`config.mk`:
```
export PLATFORM = sky130hd
export DESIGN_NAME = ex_hazard_ctrl
export DESIGN_NICKNAME = d
export VERILOG_FILES = /design/src/rtl/ex_hazard_ctrl.sv
export SDC_FILE = /design/constraint.sdc
export NUM_CORES = 1
export LEC_CHECK = 0
export CAP_MARGIN = 15
export CORE_ASPECT_RATIO = 0.9
export CORE_UTILIZATION = 40
export CTS_CLUSTER_SIZE = 16
export DETAILED_ROUTE_END_ITERATION = 10
export PLACE_DENSITY_LB_ADDON = 0.15
export SYNTH_ARGS = -nofsm -noshare
export SYNTH_HDL_FRONTEND = slang
export SYNTH_SLANG_ARGS = --single-unit
export TNS_END_PERCENT = 1
```
`constraint.sdc`:
```
create_clock -name clk -period 2.8 [get_ports clk]
set_input_delay 0.56 -clock clk [delete_from_list [all_inputs] [get_ports clk]]
set_output_delay 0.56 -clock clk [all_outputs]
set_load 0.02 [all_outputs]
```
`src/rtl/ex_hazard_ctrl.sv`:
```
// EX-stage hazard and forwarding controller: tracks in-flight destinations in a shadow
// pipeline and drives registered operand-mux selects, the load-use stall and redirect flush.
module ex_hazard_ctrl #(
  parameter int unsigned XLEN_REGS    = 32,
  parameter int unsigned FLUSH_CYCLES = 2,
  parameter int unsigned CNT_W        = 32
) (
  input  logic                         clk,
  input  logic                         rst,
  input  logic                         id_valid,
  input  logic [$clog2(XLEN_REGS)-1:0] id_rs1,
  input  logic [$clog2(XLEN_REGS)-1:0] id_rs2,
  input  logic [$clog2(XLEN_REGS)-1:0] id_rd,
  input  logic                         id_reg_write,
  input  logic                         id_mem_read,
  input  logic                         id_use_pc,
  input  logic                         id_use_imm,
  input  logic                         pc_select,
  output logic [1:0]                   data1_sel_ALU,
  output logic [1:0]                   data2_sel_ALU,
  output logic [1:0]                   data1_sel_BJ,
  output logic [1:0]                   data2_sel_BJ,
  output logic                         stall_if_id,
  output logic                         bubble_id_ex,
  output logic                         flush_if_id,
  output logic [CNT_W-1:0]             stall_count,
  output logic [CNT_W-1:0]             flush_count
);

  localparam int unsigned RegW = $clog2(XLEN_REGS);
  localparam int unsigned FcW  = $clog2(FLUSH_CYCLES + 1);

  typedef struct packed {
    logic            valid;
    logic [RegW-1:0] rd;
    logic            reg_write;
    logic            mem_read;
  } ex_slot_t;

  // A WB-stage producer is already visible through the register file, so only the
  // slots that feed the forwarding muxes are kept.
  typedef struct packed {
    logic            valid;
    logic [RegW-1:0] rd;
    logic            reg_write;
  } mem_slot_t;

  typedef enum logic [1:0] {StRun, StStall, StFlush} state_e;

  state_e          state_q, state_d;
  logic [FcW-1:0]  fcnt_q, fcnt_d;
  ex_slot_t        ex_q, id_slot;
  mem_slot_t       mem_q;
  logic [1:0]      d1a_d, d2a_d, d1b_d, d2b_d;
  logic [1:0]      fwd1, fwd2;
  logic            id_live, load_use, stall, advance;

  function automatic logic [1:0] fwd_sel(input logic [RegW-1:0] rs, input ex_slot_t ex,
                                         input mem_slot_t mem);
    if (rs == '0) return 2'b00;
    if (ex.valid && ex.reg_write && (ex.rd == rs)) return 2'b11;
    if (mem.valid && mem.reg_write && (mem.rd == rs)) return 2'b10;
    return 2'b00;
  endfunction

  always_comb begin
    id_live  = id_valid && (state_q != StFlush);
    // rs2 is always compared: a spurious stall is harmless, a missed one is not.
    load_use = id_live && ex_q.valid && ex_q.mem_read && (ex_q.rd != '0) &&
               ((ex_q.rd == id_rs1) || (ex_q.rd == id_rs2));
    stall    = load_use && !pc_select;
    advance  = id_live && !stall && !pc_select;

    stall_if_id  = stall;
    bubble_id_ex = stall || pc_select;
    flush_if_id  = pc_select;

    id_slot = '{valid: advance, rd: id_rd, reg_write: id_reg_write, mem_read: id_mem_read};

    fwd1  = fwd_sel(id_rs1, ex_q, mem_q);
    fwd2  = fwd_sel(id_rs2, ex_q, mem_q);
    d1a_d = 2'b00;
    d2a_d = 2'b00;
    d1b_d = 2'b00;
    d2b_d = 2'b00;
    if (advance) begin
      d1a_d = id_use_pc  ? 2'b01 : fwd1;
      d2a_d = id_use_imm ? 2'b01 : fwd2;
      d1b_d = fwd1;
      d2b_d = fwd2;
    end
  end

  always_comb begin
    state_d = state_q;
    fcnt_d  = fcnt_q;
    if (pc_select) begin
      fcnt_d  = FcW'(FLUSH_CYCLES - 1);
      state_d = (FLUSH_CYCLES > 1) ? StFlush : StRun;
    end else begin
      unique case (state_q)
        StRun:   if (stall) state_d = StStall;
        StStall: state_d = StRun;
        StFlush: begin
          fcnt_d = fcnt_q - 1'b1;
          if (fcnt_d == '0) state_d = StRun;
        end
        default: state_d = StRun;
      endcase
    end
  end

  always_ff @(posedge clk or posedge rst) begin
    if (rst) begin
      state_q       <= StRun;
      fcnt_q        <= '0;
      ex_q          <= '0;
      mem_q         <= '0;
      data1_sel_ALU <= 2'b00;
      data2_sel_ALU <= 2'b00;
      data1_sel_BJ  <= 2'b00;
      data2_sel_BJ  <= 2'b00;
      stall_count   <= '0;
      flush_count   <= '0;
    end else begin
      state_q       <= state_d;
      fcnt_q        <= fcnt_d;
      ex_q          <= id_slot;
      mem_q         <= '{valid: ex_q.valid, rd: ex_q.rd, reg_write: ex_q.reg_write};
      data1_sel_ALU <= d1a_d;
      data2_sel_ALU <= d2a_d;
      data1_sel_BJ  <= d1b_d;
      data2_sel_BJ  <= d2b_d;
      if (stall && (stall_count != '1)) stall_count <= stall_count + 1'b1;
      if (pc_select && (flush_count != '1)) flush_count <= flush_count + 1'b1;
    end
  end

endmodule

```
==> Word-level counts from Yosys, hierarchy flattened <==
Cells that the tools add are included.
W data, S select, Z words.
{ "totals": {"ff_bits": 91, "elab_cells": 91} }
{ "classes": {"n_mux": 36, "n_addsub": 3, "n_eq_ne": 10, "reduce_logical": 27} }
{ "ops": {"columns": ["op", "count"], "rows": [
  ["$add A32 B1 Y32 const B", 2],
  ["$ne A32 B32 Y1 const B", 2],
  ["$mux W2", 23],
  ["$eq A5 B5 Y1", 4],
  ["$logic_and A1 B1 Y1", 16],
  ["$mux W1", 12],
  ["$logic_not A5 Y1", 2],
  ["$ne A3 B3 Y1 const B", 2],
  ["$reduce_bool A5 Y1", 1],
  ["$logic_not A2 Y1", 2],
  ["$pmux W2 S2", 1],
  ["$eq A2 B2 Y1 const B", 1],
  ["$logic_not A1 Y1", 2],
  ["$logic_or A1 B1 Y1", 2],
  ["$ne A2 B2 Y1 const B", 1],
  ["$reduce_and A2 Y1", 1],
  ["$reduce_bool A2 Y1", 1],
  ["$sub A2 B1 Y2 const B", 1]
]} }

==> Logic depth before layout (Yosys ltp) <==
Gate-level depths: netlist of run 1.
{ "depth": {"depth_word": 11, "depth_mapped": 9} }

==> Least setup slack after synthesis of run 1 <==
No wires, ideal clock.
{ "synth_timing": {"kind": "input to output", "start": "in id_rs2[4]", "end": "out stall_if_id", "path_buffers": 1, "setup_slack_ns": 0.552, "arrival_time_ns": 1.688, "t_required_ns": 2.240, "cell_stages": 6, "cell_sequence": "xor2_1 -> nor3_2 -> nand2_1 -> a211o_4 -> inv_2 -> buf_2"} }
{ "synth_via": {"elab_chain_cells": 4} }
{ "synth_lines": {"columns": ["element", "line", "rtl"], "rows": [
  ["start, declared", "12", "input logic [$clog2(XLEN_REGS)-1:0] id_rs2,"],
  ["$eq A5 B5 Y1", "70", "((ex_q.rd == id_rs1) || (ex_q.rd == id_rs2));"],
  ["$logic_or A1 B1 Y1", "70", null],
  ["$logic_and A1 B1 Y1", "69", "load_use = id_live && ex_q.valid && ex_q.mem_read && (ex_q.rd != '0) &&"],
  ["$logic_and A1 B1 Y1", "71", "stall = load_use && !pc_select;"],
  ["end, declared", "23", "output logic stall_if_id,"]
]} }
No other way between the ends.

==> Worst setup path after layout of run 1 <==
Same ends and word-level chain as after synthesis.

==> flow_summary.toml, run 1 <==
[final_layout]
area_delta_synth_final_pct = 37.3
diodes = 0
layout_commonest_cell = "clkdlybuf4s50_1"
fin_area_sq_mm = 0.00599
drive_gt1_share_pct = 13.3
final_nets = 540
final_cell_mix = "95 x clkdlybuf4s50_1, 91 x dfrtp_1, 50 x xor2_1"

[timing]
tns_ns = 0
clock-skew-final_ns = 0.00852
hold_violations = 0
period_share_pct = 98.3
drv_slew = 0
rsz0062_at_grt = "true"
period_minus_slack_ns = 2.75
max_freq_ghz = 0.363
setup_viol = 0
maxSlewHeadroom_pct = 61.5
tightest_slew_ns = 0.577

[worst_hold_path]
min_path_type = "reg2reg"

[pwr]
powerDensity_mw_per_mm2 = 545
leakagePower_uw = 0.00263
power_uw = 3270
ir_drop_mv = 0.429

[clock_tree]
htree_num_levels = 3
cts_tree = "yes"
post_cts_buffers = 0
clk-insertion-delay-late_ns = 0.34
cts.sinks = 91
hold_buffers = 0
clockRootBuffer = "clkbuf_16"
cts_buffers = 9
clk_pin_slew_ns = 0.06
cts_buffer_depth = 2

[routing]
vias = 3379
first_iter_violations = 122
vias_per_cell = 5.21
routed_wl_um = 9630
dr.pass1.iters = 7
postRouteAntennaNets = 0
remaining_drc_errors = 6
avgRoutedWirePerCell_um = 14.9

[synth]
synth_edf_count = 0
synth.cell_area_sq_mm = 0.00437
synth_async_sr_flop_share_pct = 100
ys_ff_latch = 91
postSynthAreaPerCell_sq_um = 11.2
ys.flop_type = "dfrtp_1"
synth.distinct_cells = 45
ys_seq_area_share_pct = 52.2
syn_inst = 390
syn_nets = 416
yosysWarnings = 0

[global_route]
grt_pass1_vias = 3401
grtUsageTotal_pct = 18.8
grt_pass1_wl_um = 16800
antenna_found_initial = 0
grt-busiest-layer = "met2"
grt_overflow = 0
met2_usage_pct = 31.5
use_met3_pct = 4.21
grt_max_degree = 54
grtUsageMet1_pct = 24.5

[placed_design]
hpwlAfterDp_um = 7070
placed_area_sq_mm = 0.00565
gp_congestion = 0.847
port_buffers = 97

[critical_path]
cp_num_buf_inv = 3
end_kind = "output pin"
cp_max_fo = 3
path_class = "in2out"
critPathTopFamily = "buffers and inverters"
slowest_stage = "clkdlybuf4s50_1"
arrival_ns = 2.19
start_kind = "input port"
critical_path.cell_chain = "clkdlybuf4s50_1 > xor2_1 > nor3_2 > nand2_2 > a211o_4 > inv_2 > clkdlybuf4s15_2"
critPathMaxStageDelay_ns = 0.43
cp.required_ns = 2.24

[run_status]
outcome = "finished, violations left"
violations = "DRC"

[job]
maxCapViolCount = 0

[floorplan]
ios = 98
die_h_um = 101
die_w_um = 112
dieArea_sq_mm = 0.0113
rows = 35
start_util_pct = 41.9
core_sq_mm = 0.0104
## power breakdown
group / leakage, uW / switching, uW / internal (uW)
Combinational: 0.00125 / 204 / 213
Sequential: 0.00121 / 88.6 / 1390
Clock: 0.000165 / 507 / 870
## per-stage QoR
step	std cells	worst slack (ns)	hold WS, ns	utilization [%]
6_report	648	0.0463	0.414	57.5
5_1_grt	648	-0.0260	0.420	57.5
4_1_cts	648	0.00554	0.413	57.5
3_5_place_dp	632	-0.316	0.406	54.2
3_3_place_gp	632	-0.304	0.407	54.2
2_1_floorplan	390	0.552	0.375	-
## kinds of logic (layout without fill, tap and decap cells)
| group | Yosys count | in the layout | synth area share, % |
|---|---|---|---|
| AO/OA/AOI/OAI | 12 | 12 | 2.87 |
| XOR/XNOR | 83 | 83 | 16.7 |
| adder cells (fa/ha/maj) | 3 | 3 | 0.860 |
| buffers and inverters | 18 | 147 | 2.06 |
| flip-flops | 91 | 91 | 52.2 |
| multiplexers | 3 | 3 | 0.831 |
| AND/OR/NAND/NOR | 180 | 180 | 24.6 |
## area by class of cell
class	instances	area (sq um)
fillers	917	4430
flip-flops and latches	91	2280
multi-input cells	281	2000
repair buffers	121	1170
clock buffers	9	225
well taps	129	161
clock inverters	7	116
inverters	10	41.3
## timing repair
item,in CTS,in global routing
endpoints found under the hold margin,0,0
setup endpoints to repair,2,2
gates cloned,0,0
gates resized for setup,5,2
## cells in the mapped netlist (3+ instances only)
library cell	instances	area (sq um)
nor4_1	7	43.8
or4_1	3	22.5
buf_4	3	22.5
nand3_1	26	130
nor2_1	31	116
ha_1	3	37.5
buf_2	3	15.0
xnor2_1	33	289
xor2_1	50	438
nand2_1	24	90.1
nand2b_1	5	31.3
and3_1	9	56.3
nand4_1	27	169
dfrtp_1	91	2280
nor3_2	7	70.1
nor3_1	17	85.1
inv_1	9	33.8
and4_1	7	61.3
## state kept, by name (all words and copies together), names as in the netlist
| name | cells |
|---|---|
| ex_q | 8 |
| stall_count | 32 |
| data1_sel_BJ | 2 |
| state_q | 2 |
| data2_sel_ALU | 2 |
| data1_sel_ALU | 2 |
| fcnt_q | 2 |
| flush_count | 32 |
| data2_sel_BJ | 2 |
| mem_q | 7 |
## path summary, 6_finish.rpt
path	from	slack, ns	cells after the start	to
min reg2reg	ex_q[1]	0.41	0	mem_q[0]
max reg2reg	stall_count[10]	0.52	5	stall_count[1]
max	id_rs2[4]	0.05	7	stall_if_id
min	ex_q[1]	0.41	0	mem_q[0]
min in group asynchronous	rst	0.63	2	stall_count[20]
max in group asynchronous	rst	1.51	3	flush_count[19]
## routing by layer
layer / vias up / wire length (um)
met4: 0 / 86
met1: 1669 / 4550
met3: 8 / 383
li1: 1634 / -
met5: - / 0
met2: 68 / 4610
(Power assumes the default switching activity.)
==> inputs of run 2 (changes only) <==
GPL_ROUTABILITY_DRIVEN = 0   (was unset)
==> results of run 2 <==
The final DEF is identical to that of run 1; final timing and power are the same.
==> inputs of run 3 (changes only) <==
CORE_MARGIN = 5   (was unset)
HOLD_SLACK_MARGIN = 0.15   (was unset)
SLEW_MARGIN = 20   (was unset)
==> flow_summary.toml, run 3 (same netlist as run 1, synthesis figures left out) <==
[timing]
tns_ns = 0
setup_viol = 0
hold_violations = 0
whs_ns = 0.425
clock-skew-final_ns = 0.00994
drv_slew = 0
period_share_pct = 93.9
rsz0062_at_grt = "false"
period_minus_slack_ns = 2.63
setup_slack_ns = 0.170
tightest_slew_ns = 0.507
max_freq_ghz = 0.380
maxSlewHeadroom_pct = 65.9

[critical_path]
arrival_ns = 2.07
path_class = "in2out"
cp.depth = 7
end_kind = "output pin"
slowest_stage = "clkdlybuf4s50_1"
r2r-start = "stall_count[9]"
r2r_setup_slack_ns = 0.51
r2r-end = "stall_count[7]"
reg2reg_depth = 7
critPathTopFamily = "buffers and inverters"
cp.required_ns = 2.24
critical_path.cell_chain = "clkdlybuf4s50_1 > xor2_1 > nor3_2 > nand2_1 > a211o_4 > inv_2 > buf_2"
cp_num_buf_inv = 3
critPathMaxStageDelay_ns = 0.45
cp_max_fo = 2
start_kind = "input port"

[final_layout]
layout.cells.non_filler = 651
fillers = 927
final_cell_mix = "95 x clkdlybuf4s50_1, 91 x dfrtp_1, 50 x xor2_1"
final_nets = 540
drive_gt1_share_pct = 12.9
seq_area_sq_mm = 0.00228
fin_util_pct = 55.2
layout_commonest_cell = "clkdlybuf4s50_1"
diodes = 0
reg.largest.list = "flush_count x32, stall_count x32, ex_q x8"
area_delta_synth_final_pct = 36.1
multiInputGateArea_sq_mm = 0.00200

[floorplan]
start_util_pct = 40.6
core_sq_mm = 0.0108
rows = 36
ios = 98
die_h_um = 109
die_w_um = 120
dieArea_sq_mm = 0.0131

[routing]
routed_wl_um = 10200
avgRoutedWirePerCell_um = 15.6
vias_per_cell = 5.16
postRouteAntennaNets = 0
vias = 3356
first_iter_violations = 144
remaining_drc_errors = 0
dr.pass1.iters = 4

[clock_tree]
hold_buffers = 0
cts_buffer_depth = 2
cts_tree = "yes"
cts.sinks = 91
clockRootBuffer = "clkbuf_16"
clk_pin_slew_ns = 0.06
post_cts_buffers = 0
htree_num_levels = 3
cts_buffers = 9
clk-insertion-delay-late_ns = 0.34

[placed_design]
preCtsSetupSlack_ns = -0.304
hpwlAfterDp_um = 7370
dp_cells = 636
port_buffers = 97

[pwr]
ir_drop_mv = 0.428
powerDensity_mw_per_mm2 = 520
leakagePower_uw = 0.00261

[job]
maxCapViolCount = 0

[worst_hold_path]
hold_depth = 1
hold_end = "state_q[0]"
min-delay-start = "state_q[0]"
min_path_type = "reg2reg"

[global_route]
antenna_found_initial = 0
grt_overflow = 0
grtUsageTotal_pct = 16.1
grt_pass1_wl_um = 16900
grt_pass1_vias = 3428
grt_max_degree = 92

[run_status]
outcome = "completed"
[run 3: power breakdown]
part / total [uW] / switching (uW) / internal [uW] / leakage, uW
Combinational: 417 / 206 / 210 / 0.00125
Sequential: 1480 / 92.6 / 1390 / 0.00121
Clock: 1190 / 487 / 708 / 0.000148
[run 3: worst register-to-register path, stage by stage, from the launching register on]
cell and delay [ns]:
dfrtp_1 0.48, nand4_2 0.27, nor4_4 0.53, and4_1 0.42
buf_4 0.20, nor2_1 0.06, nand4_1 0.10, xnor2_1 0.15
[run 3: worst max path at each step]
| stage | from | to | slack (ns) |
|---|---|---|---|
| after floorplan | id_rs2[4] | stall_if_id | 0.55 |
| after global placement | id_rs2[0] | stall_if_id | -0.28 |
| after detailed placement | id_rs2[4] | stall_if_id | -0.30 |
| after CTS | id_rs2[4] | stall_if_id | 0.04 |
| after global routing | id_rs2[0] | stall_if_id | 0.07 |
| final | id_rs2[0] | stall_if_id | 0.17 |
[run 3: area by class of cell]
cell class                      instances  share of cell area [%]
Tap cell                              133                    2.80
Timing Repair Buffer                  121                    19.6
Clock buffer                           10                    4.02
Multi-Input combinational cell        281                    33.6
Inverter                               10                   0.695
Clock inverter                          5                   0.905
Sequential cell                        91                    38.3
[run 3: per-stage QoR]
step           total power, uW  cell area [sq um]
2_1_floorplan             1700               4370
3_3_place_gp              1910               5660
3_5_place_dp              1920               5660
4_1_cts                   3130               5950
5_1_grt                   3230               5940
6_report                  3090               5940
[run 3: what timing repair did]
| action | CTS | global route |
|---|---|---|
| endpoints found under the setup margin | 2 | 2 |
| endpoints found under the hold margin | 0 | 0 |
| pin swaps | 0 | 2 |
| gates resized for setup | 6 | 2 |
[run 3: per-layer routing]
layer / GRT usage (%) / part of all wire (%) / vias to the layer above / wire [um]
li1: - / - / 1622 / -
met1: 21.2 / 45 / 1627 / 4600
met2: 25.7 / 47 / 94 / 4830
met3: 4.56 / 5.7 / 13 / 578
met4: 5.64 / 1.7 / 0 / 175
met5: 0 / 0 / - / 0
